`src/rtl/writeback_drain_ctrl.sv`:
```
// Writeback drain controller: pops one packet from the writeback buffer, holds it
// in a staging register, issues it to memory, and retries after a backoff on NACK.
// The held packet stays visible to an address probe until memory confirms the write.

`ifndef CPU_WORD_LEN_IN_BITS
`define CPU_WORD_LEN_IN_BITS 32
`endif
`ifndef MEM_PACKET_ADDR_POS_HI
`define MEM_PACKET_ADDR_POS_HI 31
`endif
`ifndef MEM_PACKET_ADDR_POS_LO
`define MEM_PACKET_ADDR_POS_LO 0
`endif

module writeback_drain_ctrl #(
    parameter int SINGLE_ENTRY_WIDTH_IN_BITS = 32,
    parameter int ADDR_LEN_IN_BITS           = `CPU_WORD_LEN_IN_BITS,
    parameter int RETRY_DELAY                = 4,
    parameter int BACKOFF_CNT_WIDTH          = 3,
    parameter int RETRY_CNT_WIDTH            = 8
) (
    input  logic                                  clk_in,
    input  logic                                  reset_in,
    input  logic [SINGLE_ENTRY_WIDTH_IN_BITS-1:0] request_in,
    input  logic                                  request_valid_in,
    output logic                                  issue_ack_out,
    output logic [SINGLE_ENTRY_WIDTH_IN_BITS-1:0] mem_request_out,
    output logic                                  mem_request_valid_out,
    input  logic                                  mem_issue_ack_in,
    input  logic                                  mem_response_valid_in,
    input  logic                                  mem_response_nack_in,
    input  logic [ADDR_LEN_IN_BITS-1:0]           cam_address_in,
    output logic                                  inflight_hit_out,
    output logic                                  busy_out,
    output logic                                  writeback_done_out,
    output logic [RETRY_CNT_WIDTH-1:0]            retry_count_out
);

    typedef enum logic [1:0] {
        IDLE      = 2'd0,
        ISSUE     = 2'd1,
        WAIT_RESP = 2'd2,
        BACKOFF   = 2'd3
    } state_t;

    // Counter value is loaded with RETRY_DELAY on the NACK edge; leaving BACKOFF
    // when it reaches 2 puts the re-issue exactly RETRY_DELAY cycles after the NACK.
    localparam logic [BACKOFF_CNT_WIDTH-1:0] RETRY_LOAD   = BACKOFF_CNT_WIDTH'(RETRY_DELAY);
    localparam logic [BACKOFF_CNT_WIDTH-1:0] CNT_ISSUE_AT = BACKOFF_CNT_WIDTH'(2);
    localparam logic [RETRY_CNT_WIDTH-1:0]   RETRY_MAX    = {RETRY_CNT_WIDTH{1'b1}};

    state_t                                  state_r;
    logic [SINGLE_ENTRY_WIDTH_IN_BITS-1:0]   staging_r;
    logic [BACKOFF_CNT_WIDTH-1:0]            backoff_cnt_r;
    logic [RETRY_CNT_WIDTH-1:0]              retry_cnt_r;
    logic                                    mem_valid_r;
    logic                                    busy_r;
    logic                                    done_r;
    logic                                    pop_s;
    logic                                    hit_s;

    // Pop strobe: only in IDLE, and forced low while reset is asserted.
    always_comb begin
        pop_s = 1'b0;
        if ((state_r == IDLE) && !reset_in) begin
            pop_s = request_valid_in;
        end else begin
            pop_s = 1'b0;
        end
    end

    // Address probe against the held packet; never hits when nothing is held.
    always_comb begin
        hit_s = 1'b0;
        if (busy_r) begin
            hit_s = (staging_r[`MEM_PACKET_ADDR_POS_HI:`MEM_PACKET_ADDR_POS_LO] == cam_address_in);
        end else begin
            hit_s = 1'b0;
        end
    end

    // Drain state machine with registered memory-side and status outputs.
    always_ff @(posedge clk_in or posedge reset_in) begin
        if (reset_in) begin
            state_r       <= IDLE;
            staging_r     <= {SINGLE_ENTRY_WIDTH_IN_BITS{1'b0}};
            backoff_cnt_r <= {BACKOFF_CNT_WIDTH{1'b0}};
            retry_cnt_r   <= {RETRY_CNT_WIDTH{1'b0}};
            mem_valid_r   <= 1'b0;
            busy_r        <= 1'b0;
            done_r        <= 1'b0;
        end else begin
            done_r <= 1'b0;
            case (state_r)
                IDLE: begin
                    if (pop_s) begin
                        staging_r   <= request_in;
                        state_r     <= ISSUE;
                        mem_valid_r <= 1'b1;
                        busy_r      <= 1'b1;
                    end
                end
                ISSUE: begin
                    if (mem_issue_ack_in) begin
                        state_r     <= WAIT_RESP;
                        mem_valid_r <= 1'b0;
                    end
                end
                WAIT_RESP: begin
                    if (mem_response_valid_in) begin
                        if (mem_response_nack_in) begin
                            if (retry_cnt_r != RETRY_MAX) begin
                                retry_cnt_r <= retry_cnt_r + RETRY_CNT_WIDTH'(1'b1);
                            end
                            if (RETRY_DELAY <= 1) begin
                                state_r     <= ISSUE;
                                mem_valid_r <= 1'b1;
                            end else begin
                                state_r       <= BACKOFF;
                                backoff_cnt_r <= RETRY_LOAD;
                            end
                        end else begin
                            state_r <= IDLE;
                            busy_r  <= 1'b0;
                            done_r  <= 1'b1;
                        end
                    end
                end
                BACKOFF: begin
                    backoff_cnt_r <= backoff_cnt_r - BACKOFF_CNT_WIDTH'(1'b1);
                    if (backoff_cnt_r <= CNT_ISSUE_AT) begin
                        state_r     <= ISSUE;
                        mem_valid_r <= 1'b1;
                    end
                end
                default: begin
                    state_r     <= IDLE;
                    mem_valid_r <= 1'b0;
                    busy_r      <= 1'b0;
                end
            endcase
        end
    end

    assign issue_ack_out         = pop_s;
    assign mem_request_out       = staging_r;
    assign mem_request_valid_out = mem_valid_r;
    assign inflight_hit_out      = hit_s;
    assign busy_out              = busy_r;
    assign writeback_done_out    = done_r;
    assign retry_count_out       = retry_cnt_r;

endmodule

```
`config.mk`:
```
export PLATFORM = sky130hd
export DESIGN_NAME = writeback_drain_ctrl
export DESIGN_NICKNAME = d
export VERILOG_FILES = /design/src/rtl/writeback_drain_ctrl.sv
export SDC_FILE = /design/constraint.sdc
export NUM_CORES = 1
export LEC_CHECK = 0
export CORE_MARGIN = 2
export CORE_UTILIZATION = 38
export CTS_BUF_LIST = sky130_fd_sc_hd__clkbuf_8
export DETAILED_ROUTE_END_ITERATION = 12
export MAX_ROUTING_LAYER = met4
export PLACE_DENSITY = 0.87
export SYNTH_ARGS = -nofsm -noshare
export SYNTH_HDL_FRONTEND = slang
export SYNTH_SLANG_ARGS = --single-unit
```
`constraint.sdc`:
```
create_clock -name clk_in -period 1.4 [get_ports clk_in]
set_input_delay 0.14 -clock clk_in [delete_from_list [all_inputs] [get_ports clk_in]]
set_output_delay 0.14 -clock clk_in [all_outputs]
set_load 0.05 [all_outputs]
```
==> results.sh <==
export IMPL_synth_simple_gate_area_frac=0.233
export IMPL_layout_area_overhead_vs_synth_pct=120
export IMPL_setup_viol=40
export IMPL_avg_synthesized_cell_area_um2=9.28
export IMPL_final_antenna_net_count=0
export IMPL_die_y_um=83.5
export IMPL_r2r_start="state_r[0]"
export IMPL_core_region_area_um2=6030
export IMPL_post_drt_via_cell_ratio=5.28
export IMPL_syn_num_nets=336
export IMPL_grt_overflow=0
export IMPL_classification_of_the_worst_slack_hold_path="primary input to async pin"
export IMPL_clk_pin_slew_ns=0.09
export IMPL_power_sequential_fraction=0.219
export IMPL_fin_nets=525
export IMPL_grt_max_degree=33
export IMPL_worst_ir_drop_vdd_mv=1.56
export IMPL_grt_setup_unrepaired="yes"
export IMPL_power_switching_share=0.446
export IMPL_drc_errors=0
export IMPL_p_int_w=0.00642
export IMPL_final_setup_worst_slack_ns=-0.651
export IMPL_grt_pass1_wl_mm=13.8
export IMPL_detailedPlacementHpwl_mm=6.33
export IMPL_track_usage=0.256
export IMPL_worst_endpoint_arrival_ns=1.91
export IMPL_floorplan_io_pins=115
export IMPL_synth_enable_flop_cells=0
export IMPL_worst_slew_pin_transition_ns=0.433
export IMPL_share_of_the_cycle_needed_by_the_critical_path_after_routing=1.47
export IMPL_place_area_um2=4580
export IMPL_holdWs_ns=0.276
export IMPL_syn_cell_area_um2=2400
export IMPL_clk_root_buffer_cell="sky130_fd_sc_hd__clkbuf_8"
export IMPL_critPathSlowestCell="sky130_fd_sc_hd__dfrtp_2"
export IMPL_pwr_share_clk=0.074
export IMPL_setup_worst_path_start_class="flip-flop"
export IMPL_crit_path_end_kind="output pin"
export IMPL_fin_area_um2=5290
export IMPL_route_final_wire_length_mm=10.7
export IMPL_number_of_violations_reported_at_the_end_of_detailed_routing_iteration_0=153
export IMPL_cellLeakagePower_nw=2.56
export IMPL_synth_mux_area_fraction=0.0146
export IMPL_pwr_share_comb=0.707
export IMPL_fp_dieArea_um2=6970
export IMPL_synthesis_instances=259
export IMPL_cap_violations=0
export IMPL_timing_critical_path_max_delay_family="simple AND/OR/NAND/NOR gates"
export IMPL_startpoint="mem_request_out[11]"
export IMPL_postSynth_topFlopCell="sky130_fd_sc_hd__dfrtp_1"
export IMPL_failed_checks="negative setup slack"
export IMPL_placementRows=28
export IMPL_post_synthesis_adder_cell_area_fraction=0.0365
export IMPL_power_per_cell_area_nw_per_um2=2190
export IMPL_timing_fmax_mhz=488
export IMPL_tns_ns=-5.50
export IMPL_status="finished with violations"
export IMPL_postSynth_asyncResetShare=1.00
export IMPL_critical_path_class="flip-flop to output pin"
export IMPL_finClkSkew_ns=0.00565
export IMPL_synth_cell_type_count=33
export IMPL_ratio_of_cells_with_drive_above_1_in_the_final_layout=0.517
export IMPL_routed_via_count=2765
export IMPL_finalPower_w=0.0116
export IMPL_placement_io_buffers=114
export IMPL_clock_sinks=48
export IMPL_drt_wirelength_per_cell_um=20.3
export IMPL_crit_buf_inv=1
export IMPL_synth_ff_latch_count=48
export IMPL_timing_hold_violations_final=0
export IMPL_grt_pass1_vias=2807
export IMPL_max_slew_margin_rel=0.711
export IMPL_power_switching_w=0.00518
export IMPL_synthXorXnorAreaFrac=0.142
export IMPL_synth_top_family_by_area="simple AND/OR/NAND/NOR gates"
export IMPL_die_w_um=83.5
export IMPL_number_of_antenna_violations_at_the_first_check_in_global_routing=0
export IMPL_compound_gate_portion_of_the_synthesized_area=0.0505
export IMPL_tritoncts="yes"
export IMPL_path_cells="xor2_1, nor4_1, nand3_1, nor3_4, buf_12"
export IMPL_timing_critical_path_fanout_max=2
export IMPL_final_max_slew_violation_count=0
export IMPL_fin_crit_ns=2.05
export IMPL_num_antenna_cells=0
export IMPL_clock_latency_ns=0.31
export IMPL_drt_pass1_iterations=4
export IMPL_worstPathRequired_ns=1.26
export IMPL_synth_yosys_seq_area_share=0.500
export IMPL_place_congestion=0.837
export IMPL_tritoncts_num_buffers=5
export IMPL_cpPeakStageDelay_ns=0.43
export IMPL_cts_hold_buffers_added=0
export IMPL_clock_tree_htree_level_count=2
export IMPL_floorplan_initialDensity=0.399
export IMPL_ctsLongestPathBuffers=2
export IMPL_ys_warnings_count=0
[cells in the mapped netlist (3+ instances only)]
cell,n,area (um^2)
sky130_fd_sc_hd__buf_2,3,15.0
sky130_fd_sc_hd__clkbuf_1,3,11.3
sky130_fd_sc_hd__dfrtp_1,48,1200
sky130_fd_sc_hd__ha_1,7,87.6
sky130_fd_sc_hd__inv_1,7,26.3
sky130_fd_sc_hd__nand2_1,103,387
sky130_fd_sc_hd__nand3_1,8,40.0
sky130_fd_sc_hd__nor2_1,5,18.8
sky130_fd_sc_hd__nor3_1,5,25.0
sky130_fd_sc_hd__nor4_1,7,43.8
sky130_fd_sc_hd__xor2_1,37,324
[layout make-up]
class                           count  area [um^2]
Clock buffer                        6         82.6
Clock inverter                      2         7.51
Fill cell                         255          738
Inverter                            8         31.3
Multi-Input combinational cell    197         1530
Sequential cell                    48         1240
Tap cell                           75         93.8
Timing Repair Buffer              188         2300
[power groups by stage]
stage                     combinational, W  clock [W]  sequential, W
after CTS                          0.00743   0.000854        0.00247
after global placement             0.00681          0        0.00245
after detailed placement           0.00700          0        0.00249
after floorplan                    0.00137          0        0.00428
final                              0.00819   0.000860        0.00254
after global routing               0.00852   0.000915        0.00259
[cells by family after synthesis]
logic type	after synthesis
simple gates	134
flops	48
xor+xnor	39
compound gates	14
buf+inv	14
fa+ha+maj	7
mux	3
[worst paths after layout]
path                                       endpoint  slack, ns  depth (start not counted)
worst max-delay path               inflight_hit_out      -0.65                          5
worst min-delay path            mem_request_out[18]       0.28                          3
worst max register to register   mem_request_out[7]      -0.20                          9
worst min register to register   retry_count_out[6]       0.60                          2
max in group asynchronous        retry_count_out[6]       0.64                          4
min in group clk_in             mem_request_out[21]       0.35                          3
[flip-flops by register name, summed over array words and instances, names as in the netlist]
| name | flops |
|---|---|
| mem_request_out | 32 |
| backoff_cnt_r | 3 |
| state_r | 2 |
| mem_request_valid_out | 1 |
| retry_count_out | 8 |
| writeback_done_out | 1 |
| busy_out | 1 |
[cells in the final DEF (no fill, tap or decap), types with 3 or more instances in the layout]
master and n:
sky130_fd_sc_hd__buf_4 58, sky130_fd_sc_hd__nand2_4 15, sky130_fd_sc_hd__dfrtp_1 16, sky130_fd_sc_hd__clkbuf_8 6, sky130_fd_sc_hd__xor2_1 37, sky130_fd_sc_hd__clkbuf_16 3
sky130_fd_sc_hd__nand2_2 23, sky130_fd_sc_hd__clkdlybuf4s50_1 69, sky130_fd_sc_hd__nor4_1 3, sky130_fd_sc_hd__nor4_2 4, sky130_fd_sc_hd__buf_12 50, sky130_fd_sc_hd__inv_2 4
sky130_fd_sc_hd__nand2_1 64, sky130_fd_sc_hd__dfrtp_2 32, sky130_fd_sc_hd__nand3_1 6, sky130_fd_sc_hd__nor2_2 4, sky130_fd_sc_hd__buf_6 6, sky130_fd_sc_hd__inv_1 5
sky130_fd_sc_hd__ha_4 4
[worst min-delay path: cells and delay by family]
kind	cells	cell delay, ns
buffers and inverters	3	0.85
[metrics by stage]
step           utilization  setup WS (ns)  cells
3_5_place_dp         0.760         -0.510    498
3_3_place_gp         0.760         -0.449    498
6_report             0.877         -0.651    524
2_1_floorplan            -         -0.329    259
4_1_cts              0.809         -0.572    516
5_1_grt              0.877         -0.756    524
[what timing repair did]
action                                  in CTS  in global routing
gates resized for setup                     24                 82
setup buffers                               10                  7
endpoints found under the setup margin      47                 48
pin swaps                                   11                 41
cloned                                       0                  3
[layer usage]
metal  track usage  routed length (um)  vias up  share of wire
li1              -                   -     1213              -
met5             -                   0        -              0
met3        0.0356                 506       51          0.047
met1         0.286                4010     1359           0.38
met4         0.111                 592        0          0.056
met2         0.456                5550      142           0.52
(Power assumes the default switching activity.)
